File: src/rtl/median_win_ctrl.sv
// median_win_ctrl: frame/line sequencer in front of the 3x3 median filter's
// two-line shift buffer. It tracks pixel/line position from the camera syncs,
// gates writes beyond the buffer depth, delays the syncs to line up with the
// 3x3 window, and reports the measured frame size plus a sticky overflow flag.
module median_win_ctrl #(
  parameter int MAX_WIDTH  = 1024,
  parameter int CW         = 11,
  parameter int MATRIX_LAT = 2
) (
  input  logic          clock,
  input  logic          rst_n,
  input  logic          per_frame_vsync,
  input  logic          per_frame_href,
  input  logic          per_frame_clken,
  input  logic [7:0]    per_img_y,
  output logic          lb_href,
  output logic          lb_clken,
  output logic [7:0]    lb_shiftin,
  output logic          matrix_frame_vsync,
  output logic          matrix_frame_href,
  output logic          matrix_frame_clken,
  output logic          win_valid,
  output logic          frame_done,
  output logic [CW-1:0] frame_width,
  output logic [CW-1:0] frame_height,
  output logic          err_width
);

  localparam logic [CW-1:0] MAX_COL = CW'(MAX_WIDTH);
  localparam logic [CW-1:0] ROW_MAX = '1;
  localparam logic [CW-1:0] TWO     = CW'(2);

  typedef enum logic [1:0] {
    IDLE      = 2'd0,
    WAIT_LINE = 2'd1,
    ACTIVE    = 2'd2
  } state_t;

  state_t        state_reg, state_next;
  logic          vsync_reg;
  logic [CW-1:0] col_reg, col_next;
  logic [CW-1:0] row_reg, row_next;
  logic [CW-1:0] width_lat_reg, width_lat_next;
  logic          done_reg, done_next;
  logic [CW-1:0] fw_reg, fw_next;
  logic [CW-1:0] fh_reg, fh_next;
  logic          err_reg, err_next;
  logic          lb_href_reg, lb_clken_reg, win_in_reg;
  logic [7:0]    lb_shiftin_reg;

  logic          vsync_rise, line_open, pix_in, col_full;
  logic          pix_fwd, pix_drop, line_end, line_counts, frame_end, win_in;
  logic [CW-1:0] row_line, width_line;
  logic [3:0]    stage_in;

  // Event decode: vsync edge, line gating and per-pixel classification.
  always_comb begin
    vsync_rise  = per_frame_vsync & ~vsync_reg;
    line_open   = (state_reg != IDLE) & per_frame_href;
    pix_in      = line_open & per_frame_clken;
    col_full    = (col_reg >= MAX_COL);
    pix_fwd     = pix_in & ~col_full;
    pix_drop    = pix_in & col_full;
    line_end    = (state_reg == ACTIVE) & ~per_frame_href;
    line_counts = line_end & (col_reg != '0);
    frame_end   = vsync_rise & (state_reg != IDLE);
    win_in      = pix_fwd & (row_reg >= TWO) & (col_reg >= TWO);
    // Line end is folded in before frame end so a line closing on the
    // vsync edge still counts toward the reported height.
    row_line    = (line_counts && row_reg != ROW_MAX) ? row_reg + 1'b1 : row_reg;
    width_line  = line_counts ? col_reg : width_lat_reg;
  end

  // Next-state logic for the frame/line sequencer.
  always_comb begin
    state_next = state_reg;
    case (state_reg)
      IDLE: begin
        if (vsync_rise) state_next = WAIT_LINE;
      end
      WAIT_LINE: begin
        if (vsync_rise)          state_next = WAIT_LINE;
        else if (per_frame_href) state_next = ACTIVE;
      end
      ACTIVE: begin
        if (!per_frame_href || vsync_rise) state_next = WAIT_LINE;
      end
      default: state_next = IDLE;
    endcase
  end

  // Column/row counters, frame report and sticky width error.
  always_comb begin
    col_next       = col_reg;
    row_next       = row_line;
    width_lat_next = width_line;
    done_next      = 1'b0;
    fw_next        = fw_reg;
    fh_next        = fh_reg;
    err_next       = err_reg;

    if (!per_frame_href)
      col_next = '0;
    else if (pix_in && !col_full)
      col_next = col_reg + 1'b1;

    if (frame_end) begin
      if (row_line != '0) begin
        done_next = 1'b1;
        fh_next   = row_line;
        fw_next   = width_line;
      end
      row_next       = '0;
      width_lat_next = '0;
      err_next       = 1'b0;
    end

    // A drop in the same cycle as the frame end belongs to the new frame.
    if (pix_drop) err_next = 1'b1;
  end

  // Sequencer state, counters and frame report registers.
  always_ff @(posedge clock or negedge rst_n) begin
    if (!rst_n) begin
      state_reg     <= IDLE;
      vsync_reg     <= 1'b0;
      col_reg       <= '0;
      row_reg       <= '0;
      width_lat_reg <= '0;
      done_reg      <= 1'b0;
      fw_reg        <= '0;
      fh_reg        <= '0;
      err_reg       <= 1'b0;
    end else begin
      state_reg     <= state_next;
      vsync_reg     <= per_frame_vsync;
      col_reg       <= col_next;
      row_reg       <= row_next;
      width_lat_reg <= width_lat_next;
      done_reg      <= done_next;
      fw_reg        <= fw_next;
      fh_reg        <= fh_next;
      err_reg       <= err_next;
    end
  end

  // Line-buffer drive: one-cycle registered, gated copies of the input.
  always_ff @(posedge clock or negedge rst_n) begin
    if (!rst_n) begin
      lb_href_reg    <= 1'b0;
      lb_clken_reg   <= 1'b0;
      lb_shiftin_reg <= '0;
      win_in_reg     <= 1'b0;
    end else begin
      lb_href_reg    <= line_open;
      lb_clken_reg   <= pix_fwd;
      lb_shiftin_reg <= per_img_y;
      win_in_reg     <= win_in;
    end
  end

  assign stage_in = {vsync_reg, lb_href_reg, lb_clken_reg, win_in_reg};

  // Fixed-latency delay chain matching the window pipeline; never stalls.
  genvar gi;
  generate
    for (gi = 0; gi < MATRIX_LAT; gi++) begin : g_stage
      logic [3:0] stage_reg;
      if (gi == 0) begin : g_first
        // First stage captures the line-buffer side signals.
        always_ff @(posedge clock or negedge rst_n) begin
          if (!rst_n) stage_reg <= '0;
          else        stage_reg <= stage_in;
        end
      end else begin : g_next
        // Later stages shift the previous stage along.
        always_ff @(posedge clock or negedge rst_n) begin
          if (!rst_n) stage_reg <= '0;
          else        stage_reg <= g_stage[gi-1].stage_reg;
        end
      end
    end
  endgenerate

  assign {matrix_frame_vsync, matrix_frame_href, matrix_frame_clken, win_valid} =
         g_stage[MATRIX_LAT-1].stage_reg;

  assign lb_href      = lb_href_reg;
  assign lb_clken     = lb_clken_reg;
  assign lb_shiftin   = lb_shiftin_reg;
  assign frame_done   = done_reg;
  assign frame_width  = fw_reg;
  assign frame_height = fh_reg;
  assign err_width    = err_reg;

endmodule

File: config.mk
export PLATFORM = sky130hd
export DESIGN_NAME = median_win_ctrl
export DESIGN_NICKNAME = d
export VERILOG_FILES = /design/src/rtl/median_win_ctrl.sv
export SDC_FILE = /design/constraint.sdc
export NUM_CORES = 1
export LEC_CHECK = 0
export CAP_MARGIN = 20
export CORE_ASPECT_RATIO = 1.25
export CORE_UTILIZATION = 43
export CTS_CLUSTER_DIAMETER = 120
export CTS_CLUSTER_SIZE = 20
export DETAILED_ROUTE_END_ITERATION = 10
export MAX_ROUTING_LAYER = met4
export PLACE_DENSITY = 0.66
export SYNTH_ARGS = -nofsm -noshare
export SYNTH_HDL_FRONTEND = slang
export SYNTH_SLANG_ARGS = --single-unit
File: constraint.sdc
create_clock -name clock -period 3.4 [get_ports clock]
set_input_delay 1.02 -clock clock [delete_from_list [all_inputs] [get_ports clock]]
set_output_delay 1.02 -clock clock [all_outputs]
set_load 0.1 [all_outputs]
After elaboration in Yosys (flattened, before gate mapping)
Cells that the tools add are included.
{ "word_totals": {"mem_bits_ro": 0, "reg_bits": 79, "in_bits": 13, "ramBits": 0, "word_cells": 67, "latch_bits": 0, "out_inout_bits": 38, "mem_count": 0} }
{ "classes": {"n_reduce_logical": 12, "muxes": 15, "n_addsub": 2, "order_cmp": 3, "div_mod_pow": 0, "shift": 0, "bitwise": 13, "eq_ne": 7, "n_mul": 0} }
{ "op_table": {"columns": ["operator", "n"], "rows": [
  ["11-bit two-way mux", 6],
  ["11-bit by 1-bit adder with 11-bit output (second input constant)", 2],
  ["11-bit by 2-bit >= comparator with 1-bit output (second input constant)", 2],
  ["11-bit nonzero test", 2],
  ["11-bit >= comparator (second input constant)", 1],
  ["11-bit != test (second input constant)", 1],
  ["1-bit bitwise AND", 10],
  ["2-bit two-way mux", 4],
  ["2-bit case mux with 3 select lines", 1],
  ["1-bit two-way mux", 4],
  ["2-bit by 1-bit != test with 1-bit output (second input constant)", 2],
  ["2-bit nonzero test", 2],
  ["3-bit != test (second input constant)", 1],
  ["1-bit NOT", 3],
  ["3-bit AND reduction", 1],
  ["2-bit by 1-bit equality test with 1-bit output (second input constant)", 1],
  ["2-bit equality test (second input constant)", 1],
  ["1-bit logical AND", 2],
  ["1-bit logical NOT", 2],
  ["2-bit logical NOT", 1],
  ["2-bit != test (second input constant)", 1],
  ["2-bit AND reduction", 1],
  ["1-bit logical OR", 1]
]} }

Depth between registers and ports, before layout
Gate-level depths: netlist (run 1).
{ "logic_depth": {"ltp_word": 8, "depth_mapped": 11, "mapped_depth_nobuf": 9} }

Worst setup path before layout (run 1)
OpenSTA, ideal clock, no wires.
{ "synth_timing": {"path_type": "input to register", "startpoint": "input port per_frame_href", "endpoint": "register fh_reg[1] (netlist: frame_height[1])", "arrival_ns": 2.619, "n_path_buf": 1, "setup_slack_ns": 0.652, "setup_time_ns": 0.128, "path_stages": 7, "required_time_ns": 3.272, "cell_sequence": "or3b_4 > a211oi_4 > buf_6 > nand3_2 > xor2_2 > a21oi_2 > mux2_1"} }
{ "synth_between": {"elab_chain_len": 7} }
{ "synth_rtl": {"columns": ["item", "line_no", "source"], "rows": [
  ["start: declaration", "13", "input logic per_frame_href,"],
  ["1-bit NOT (*)", "64", "line_end = (state_reg == ACTIVE) & ~per_frame_href;"],
  ["1-bit bitwise AND (*)", "64", null],
  ["1-bit bitwise AND (*)", "65", "line_counts = line_end & (col_reg != '0);"],
  ["1-bit logical AND (*)", "70", "row_line = (line_counts && row_reg != ROW_MAX) ? row_reg + 1'b1 : row_reg;"],
  ["11-bit two-way mux (*)", "70", null],
  ["11-bit nonzero test", "108", "if (row_line != '0) begin"],
  ["2-bit AND reduction (no line)", null, null],
  ["end signal: assignment", "142", "fh_reg <= fh_next;"],
  ["end: declaration", "46", "logic [CW-1:0] fh_reg, fh_next;"]
]} }
Mark *: on every way between the ends. The rest lies on a longest branch, timed or not.
A chain may end at the register's enable or synchronous reset.

Final worst setup path (run 1)
{ "layout_timing": {"startpoint": "input port per_frame_href", "endpoint": "register fh_reg[8] (netlist: frame_height[8])"} }
The elaborated chain is that of the path after synthesis.

==> metrics.cfg, run 1 <==
[placement]
gp_congestion=0.9398
dpl-instance-area_sq_um=3994
portBuffers=50
pre_cts_ws_ns=-0.01633
hpwl_mm=4.777

[die]
initial_utilization_pct=44.38
die_w_microns=82.21
die-area_sq_um=8407
rows=36
design.core.area_sq_um=7792
dieHeight_microns=102.3
ios=51

[cts]
cts_hold_buf=0
cts_tree=done
cts_resized=0
clkSinkCount=79
clock_latency_ns=0.35
post_cts_buffers=0
cts-root-buf=clkbuf_8
htreeDepth=3
cts_buffers=9
clk_pin_slew_ns=0.08
clockBufferDepth=2

[yosys]
yosys-top-cells-area=dfrtp_1 (57%), mux2i_1 (8.1%), nor2_1 (4.0%), xnor2_1 (2.8%), inv_1 (2.7%)
netlist_instances=299
avgSynthCellArea_sq_um=11.57
ys_seq_elements=79
synth_top_cell_by_area=dfrtp_1
synth-seq-area-share_pct=57.16
synth_top_area_share_pct=57.16
yosysUniqueCellTypes=47
synth_fp_nets=316
yosysWarnings=0
netlist_area_sq_um=3458

[global_routing]
first_global_vias=2357
grt_overflow=0
antenna_found_initial=0
grt_usage_pct=19.42
grt_pass1_wl_mm=11.57
grt_max_degree=80

[job]
cap_violations=0

[routing]
drt_iter0_markers=78
dr_total_vias=2377
dr.pass1.iters=4
wl_per_cell_microns=15.17
via_per_inst=5.190
drc=0
drt-total-wl_mm=6.948
postRouteAntennaNets=0

[timing]
fmax_mhz=326.6
setup_viol_count_final=0
slew_headroom_pct=68.43
slew_viol_final=0
fin_ws_ns=0.3378
rsz0062_at_grt=no
finalCriticalPeriod_ns=3.062
holdWs_ns=0.3528
period_share_pct=90.06
hold_violations=0
worst_slew_pin_slew_ns=0.4693
fin_skew_ns=0.009162

[cells_and_area]
area_delta_synth_final_pct=21.60
final_common_cell=dfrtp_1
final_cell_area_sq_um=4205
num-fill-cells=704
layout_common_cells=dfrtp_1 (79), buf_4 (51), nor2_1 (37), mux2i_1 (28), inv_1 (25)
regArea_sq_um=1977
multi_input_area_sq_um=1311
diodes=0
nNetsFinal=377
drive_gt1_share_pct=22.04

[power]
pwr_density_cell_nw_per_um2=709.1
leakage_uw=0.002026
peakVddDrop_mv=0.5291
power_uw=2982

[setup_path]
r2r_start=row_reg[1]
worstPathCellList=clkdlybuf4s50_1, buf_4, nor3b_2, buf_4, nand3_1, a32oi_1, nor4b_4, a21oi_2, buf_4, mux2i_1
worstReg2RegEnd=frame_height[8]
cp-start-kind=primary input
ff2ff_setup_slack_ns=0.68
path_class=primary input to flop
worstPathMaxFanout=10
cp_slowest_cell=clkdlybuf4s50_1
cp-end-kind=flop
slowest_delay_ns=0.45
reg2regPathDepth=9
arrival_ns=3.34
cpMostUsedCell=buf_4
cp.required_ns=3.68

[run_status]
status=finished, final reports clean

[hold_path]
hold_path_class=flop to flop
hold_end=g_stage[1].stage_reg[0]
min_from=g_stage[0].stage_reg[0]
min_path_cells=0

==> cell families (layout without fill, tap and decap cells) <==
group	count (synthesis)	in the layout	share of synthesized area (%)
buf+inv	38	102	4.920
compound gates	28	28	5.897
simple gates	101	101	16.86
flops	79	79	57.16
mux	29	29	8.430
xor+xnor	20	20	5.282
fa+ha+maj	4	4	1.447
==> stage by stage <==
step / TNS, ns / cells / utilization, %
after global placement: 0 / 443 / 51.25
after floorplan: 0 / 299 / -
after detailed placement: -0.05612 / 443 / 51.25
final: 0 / 458 / 53.97
after CTS: 0 / 457 / 53.61
after global routing: 0 / 458 / 53.97
==> area by class of cell <==
cell class                 instances  share of cell area, %
clock inverter                     5                  1.428
timing repair buffer              63                  12.38
multi-input combinational        182                  31.18
inverter                          25                  2.231
clock buffer                       9                  2.946
tap                               95                  2.827
sequential                        79                  47.01
==> synth_stat cells, drive strengths merged <==
library cell,instances
nor3,2
o21ai,4
xor2,9
a211oi,1
buf,6
nand2b,2
nor3b,1
and4,2
a21boi,1
nand4,9
inv,25
a32o,1
nor4b,2
a32oi,2
ha,4
o22ai,2
a41o,1
nor2,37
or3,2
or3b,1
and3,3
mux2i,28
dfrtp,79
clkbuf,7
a31oi,4
a22oi,1
and2,9
o211ai,1
a31o,1
nor4,7
a41oi,1
or2,1
xnor2,11
a21oi,6
o21a,2
nand2,10
nor2b,2
mux2,1
nand3,11
==> report_power, final <==
group,total (uW),switching [uW],leakage (uW),internal [uW]
clock,673,339,0.0000915,333
combinational,1180,952,0.000883,232
sequential,1120,69.9,0.00105,1060
==> worst max-delay path: cells and delay by family <==
kind	cells	cell delay [ns]
and+or+nand+nor	3	0.46
muxes	1	0.22
buffers and inverters	4	1.07
AOI/OAI and AO/OA	2	0.56
==> worst max-delay path by stage <==
| stage | endpoint | depth (start not counted) | startpoint |
|---|---|---|---|
| floorplan | frame_height[1] | 7 | per_frame_href |
| global placement | frame_width[10] | 8 | per_frame_href |
| detailed placement | frame_height[4] | 10 | per_frame_href |
| CTS | frame_height[5] | 10 | per_frame_href |
| global route | frame_width[7] | 10 | per_frame_href |
| finish | frame_height[8] | 10 | per_frame_href |
==> metal layers <==
metal / global-route usage (%) / up-vias / share of wire [%]
met5: - / - / 0
met4: 10.12 / 0 / 2.4
met3: 3.839 / 16 / 3.2
met2: 30.71 / 45 / 51
met1: 23.22 / 1181 / 44
li1: - / 1135 / -
No activity file was read; power rests on OpenSTA's default activity.
==> run 2: changes to the inputs <==
Settings changed: SLEW_MARGIN from default to 15.
==> run 2 against run 1 <==
Global-route usage unchanged. Sequential share of layout area up 0.084 points. Via count fell by 0.46%. Sequential cell count unchanged. Worst setup slack hardly changed. Core utilization fell by 0.096 points. Clock skew is essentially flat. Total power about the same. Critical path type unchanged. Critical endpoint is now frame_height[5].
==> metrics.cfg, run 2 (synthesized netlist as in run 1, its figures left out) <==
[cts]
post_cts_buffers=0  ; unchanged
clock_latency_ns=0.35  ; about the same
cts-root-buf=clkbuf_8
clockBufferDepth=2  ; unchanged
cts_buffers=9  ; unchanged
clkSinkCount=79  ; unchanged
cts_tree=done
clk_pin_slew_ns=0.08  ; about the same
htreeDepth=3  ; unchanged
cts_resized=0  ; unchanged
cts_hold_buf=0  ; unchanged

[setup_path]
cp.required_ns=3.67  ; about the same
path_delay_family=buffers and inverters
critPathLaunch=per_frame_href
path_class=primary input to flop
worstReg2RegEnd=frame_height[5]
r2r_start=row_reg[1]
reg2regPathDepth=9  ; unchanged
worstPathCellList=clkdlybuf4s50_1, buf_4, nor3b_2, buf_4, nand3_1, a32oi_1, nor4b_4, a21oi_2, buf_4, mux2i_1
cpMostUsedCell=buf_4
ff2ff_setup_slack_ns=0.68  ; about the same
cp_slowest_cell=clkdlybuf4s50_1
cp-start-kind=primary input
slowest_delay_ns=0.45  ; about the same
worstPathMaxFanout=10  ; unchanged
cp-end-kind=flop
cp.buffers_inverters=4  ; unchanged
arrival_ns=3.34  ; about the same

[timing]
holdWs_ns=0.3528  ; -0.000009000 ns
setup_viol_count_final=0  ; unchanged
worst_slew_pin_slew_ns=0.5035  ; +0.03420 ns
slew_headroom_pct=66.44  ; -2.0 points
period_share_pct=90.08  ; about the same
rsz0062_at_grt=no
fmax_mhz=326.5  ; about the same
fin_skew_ns=0.009005  ; -0.0001565 ns
slew_viol_final=0  ; unchanged
hold_violations=0  ; unchanged
finalCriticalPeriod_ns=3.063  ; +0.0004000 ns

[run_status]
status=finished, final reports clean

[routing]
via_per_inst=5.166  ; -0.46%
drc=0  ; unchanged
postRouteAntennaNets=0  ; unchanged
dr.pass1.iters=4  ; unchanged
drt_iter0_markers=67  ; -14%
wl_per_cell_microns=15.14  ; -0.19%
drt-total-wl_mm=6.935  ; -0.19%
dr_total_vias=2366  ; -0.46%

[placement]
hpwl_mm=4.777  ; unchanged
gp_congestion=0.9398  ; unchanged
portBuffers=50  ; unchanged
dpl.cell_count=443  ; unchanged
dpl-instance-area_sq_um=3994  ; unchanged

[die]
initial_utilization_pct=44.38  ; unchanged
design.core.area_sq_um=7792  ; unchanged
die-area_sq_um=8407  ; unchanged
rows=36  ; unchanged
die_w_microns=82.21  ; unchanged
ios=51  ; unchanged
dieHeight_microns=102.3  ; unchanged

[hold_path]
hold_end=g_stage[1].stage_reg[0]
min_from=g_stage[0].stage_reg[0]
hold_path_class=flop to flop
min_path_cells=0  ; unchanged

[global_routing]
grt_overflow=0  ; unchanged
grt_pass1_wl_mm=11.57  ; unchanged
grt_usage_pct=19.42  ; unchanged
grt_max_degree=80  ; unchanged
first_global_vias=2357  ; unchanged
antenna_found_initial=0  ; unchanged

[job]
cap_violations=0  ; unchanged

[cells_and_area]
num-fill-cells=707  ; +0.43%
final-instance-count-excl-fill=458  ; unchanged
drive_gt1_share_pct=22.04  ; unchanged
regArea_sq_um=1977  ; unchanged
area_delta_synth_final_pct=21.38
diodes=0  ; unchanged
multi_input_area_sq_um=1311  ; unchanged
nNetsFinal=377  ; unchanged
final_common_cell=dfrtp_1
final_cell_area_sq_um=4198  ; -0.18%
layout_common_cells=dfrtp_1 (79), buf_4 (51), nor2_1 (37), mux2i_1 (28), inv_1 (25)

[power]
peakVddDrop_mv=0.5297  ; +0.11%
leakage_uw=0.002023  ; -0.16%
pwr_density_cell_nw_per_um2=710.2  ; +0.16%

## run 2: cell types whose count changed in the layout (fill, tap and decap cells not counted)
cell	change
buf_16	-1
buf_12	+1
## run 2: how the worst max path moves through the flow
stage / to / slack, ns / cells past startpoint
6_report: frame_height[5] / 0.34 / 10
4_1_cts: frame_height[5] / 0.34 / 10
5_1_grt: frame_width[7] / 0.13 / 10
3_5_place_dp: frame_height[4] / -0.02 / 10
2_1_floorplan: frame_height[1] / 0.65 / 7
3_3_place_gp: frame_width[10] / 0.1 / 8
## run 2: power by group
group | internal (uW) | switching [uW]
registers | 1060 | 69.6
logic | 231 | 952
clock network | 333 | 340
total | 1620 | 1360
## run 2: worst register-to-register path, cell delays in order (launching register included)
cell	delay, ns
dfrtp_1	0.52
ha_1	0.32
nand3_2	0.18
nor4_4	0.32
a211oi_4	0.13
a32oi_1	0.36
nor4b_4	0.10
a21oi_2	0.23
buf_4	0.27
mux2i_1	0.22
## run 2: per-stage QoR
stage          setup slack, ns  setup TNS (ns)  util, %  total power (uW)
2_1_floorplan           0.6524               0        -              2060
3_3_place_gp           0.09678               0    51.25              2320
3_5_place_dp          -0.01633        -0.05612    51.25              2334
4_1_cts                 0.3398               0    53.61              3011
5_1_grt                 0.1338               0    53.87              3105
6_report                0.3374               0    53.87              2981
## run 2: layout make-up
cell class | instances | share of cell area, %
Inverter | 25 | 2.235
Sequential cell | 79 | 47.09
Clock inverter | 5 | 1.431
Tap cell | 95 | 2.832
Timing Repair Buffer | 63 | 12.22
Clock buffer | 9 | 2.951
Multi-Input combinational cell | 182 | 31.24
## run 2: layer usage
layer  global-route usage [%]  vias to the layer above  share of wire, %
li1                         -                     1134                 -
met1                    23.22                     1168                44
met2                    30.71                       48                50
met3                    3.839                       16               3.4
met4                    10.12                        0               2.4
met5                        -                        -                 0
==> run 3: changes to the inputs <==
Settings changed: CORE_UTILIZATION 43 to 40, PLACE_DENSITY 0.66 to default.
==> run 3 against run 2 <==
Non-clock buffer count did not move. Final cell count rose by 0.87%. Die area increased by 7.3%. Critical endpoint is now frame_width[4]. Largest cell class unchanged.
==> metrics.cfg, run 3 (synthesized netlist as in run 1, its figures left out) <==
[die]
ios=51  ; unchanged
initial_utilization_pct=41.73  ; -2.6 points
rows=37  ; +2.8%
design.core.area_sq_um=8287  ; +6.3%
dieHeight_microns=106.0  ; +3.6%
die-area_sq_um=9024  ; +7.3%
die_w_microns=85.17  ; +3.6%

[global_routing]
grt_pass1_wl_mm=12.50  ; +8.0%
grt_usage_pct=18.71  ; -0.70 points
first_global_vias=2564  ; +8.8%
grt_max_degree=80  ; unchanged
antenna_found_initial=0  ; unchanged
grt_overflow=0  ; unchanged

[setup_path]
path_class=primary input to flop
cp-end-kind=flop
cp_slowest_cell=clkdlybuf4s50_1
slowest_delay_ns=0.45  ; about the same
critPathLaunch=per_frame_href
worstPathCellList=clkdlybuf4s50_1, or3b_4, a211oi_4, buf_4, nand3_2, xor2_2, a21oi_2, buf_4, mux2i_1
cp-start-kind=primary input
cp.required_ns=3.68  ; about the same
reg2regPathDepth=9  ; unchanged
worstReg2RegEnd=frame_width[4]
cpMostUsedCell=buf_4
endpoint=frame_width[4]
worstPathMaxFanout=6  ; -4
arrival_ns=3.32  ; -0.02 ns
r2r_start=row_reg[1]
ff2ff_setup_slack_ns=0.68  ; about the same

[cts]
clkSinkCount=79  ; unchanged
clock_latency_ns=0.35  ; about the same
post_cts_buffers=0  ; unchanged
clk_pin_slew_ns=0.08  ; about the same
cts_resized=0  ; unchanged
clockBufferDepth=2  ; unchanged
cts_hold_buf=0  ; unchanged
htreeDepth=3  ; unchanged
cts-root-buf=clkbuf_8
cts_buffers=9  ; unchanged
cts_tree=done

[routing]
drt-total-wl_mm=7.137  ; +2.9%
postRouteAntennaNets=0  ; unchanged
drt_iter0_markers=93  ; +39%
drc=0  ; unchanged
dr_total_vias=2397  ; +1.3%
via_per_inst=5.188  ; +0.43%
wl_per_cell_microns=15.45  ; +2.0%
dr.pass1.iters=4  ; unchanged

[job]
cap_violations=0  ; unchanged

[cells_and_area]
nNetsFinal=377  ; unchanged
drive_gt1_share_pct=21.92  ; -0.12 points
diodes=0  ; unchanged
fin_util_pct=51.29  ; -2.6 points
area_delta_synth_final_pct=22.90
final_common_cell=dfrtp_1
num-fill-cells=739  ; +4.5%
layout_common_cells=dfrtp_1 (79), buf_4 (50), nor2_1 (37), mux2i_1 (28), inv_1 (25)

[timing]
period_share_pct=89.56  ; -0.52 points
setup_viol_count_final=0  ; unchanged
fmax_mhz=328.4  ; +0.58%
slew_viol_final=0  ; unchanged
worst_slew_pin_slew_ns=0.4725  ; -0.03098 ns
tns_ns=0  ; unchanged
finalCriticalPeriod_ns=3.045  ; -0.01765 ns
fin_skew_ns=0.005750  ; -0.003255 ns
hold_violations=0  ; unchanged
slew_headroom_pct=68.21  ; +1.8 points
rsz0062_at_grt=no
holdWs_ns=0.3517  ; -0.001139 ns

[run_status]
status=finished, final reports clean

[power]
pwr_density_cell_nw_per_um2=718.7  ; +1.2%
power_uw=3055  ; +2.5%
peakVddDrop_mv=0.3528  ; -33%
leakage_uw=0.002035  ; +0.57%

[hold_path]
hold_path_class=flop to flop
min_path_cells=0  ; unchanged

[placement]
hpwl_mm=4.929  ; +3.2%
portBuffers=50  ; unchanged
gp_congestion=0.8772  ; -6.7%

## run 3: worst min-delay path by stage
stage / startpoint / endpoint
CTS: win_in_reg / g_stage[0].stage_reg[0]
global placement: g_stage[0].stage_reg[1] / g_stage[1].stage_reg[1]
finish: win_in_reg / g_stage[0].stage_reg[0]
global route: win_in_reg / g_stage[0].stage_reg[0]
detailed placement: win_in_reg / g_stage[0].stage_reg[0]
floorplan: win_in_reg / g_stage[0].stage_reg[0]
## run 3: through the flow
step / worst slack, ns / instance area (sq um) / std cells
floorplan: 0.6524 / 3458 / 299
global placement: -0.02139 / 4009 / 445
detailed placement: -0.03280 / 4009 / 445
CTS: 0.3361 / 4223 / 461
global route: 0.2315 / 4250 / 462
finish: 0.3550 / 4250 / 462
## run 3: final cells by class
type | instances | area (sq um) | area share, %
Sequential cell | 79 | 1977 | 46.51
Tap cell | 97 | 121.4 | 2.855
Multi-Input combinational cell | 182 | 1311 | 30.85
Clock buffer | 11 | 131.4 | 3.091
Timing Repair Buffer | 63 | 533.0 | 12.54
Clock inverter | 5 | 82.58 | 1.943
Inverter | 25 | 93.84 | 2.208
## run 3: routing by layer
| layer | up-vias | track usage [%] | wire length [microns] |
|---|---|---|---|
| li1 | 1140 | - | - |
| met1 | 1184 | 21.97 | 3009 |
| met2 | 53 | 29.72 | 3605 |
| met3 | 20 | 4.193 | 278 |
| met4 | 0 | 10.53 | 243 |
| met5 | - | - | 0 |
## run 3: worst max-delay path: cells and delay by family
family | cells | cell delay (ns)
AND/OR/NAND/NOR | 2 | 0.52
XOR/XNOR | 1 | 0.18
buffers and inverters | 3 | 0.85
multiplexers | 1 | 0.19
AO/OA/AOI/OAI | 2 | 0.57
## run 3: where the power goes
group	switching [uW]	leakage [uW]	internal, uW	total [uW]
Sequential	69.4	0.00105	1050	1120
Clock	336	0.0000958	414	749
Combinational	949	0.000887	232	1180
Total	1350	0.00203	1700	3050
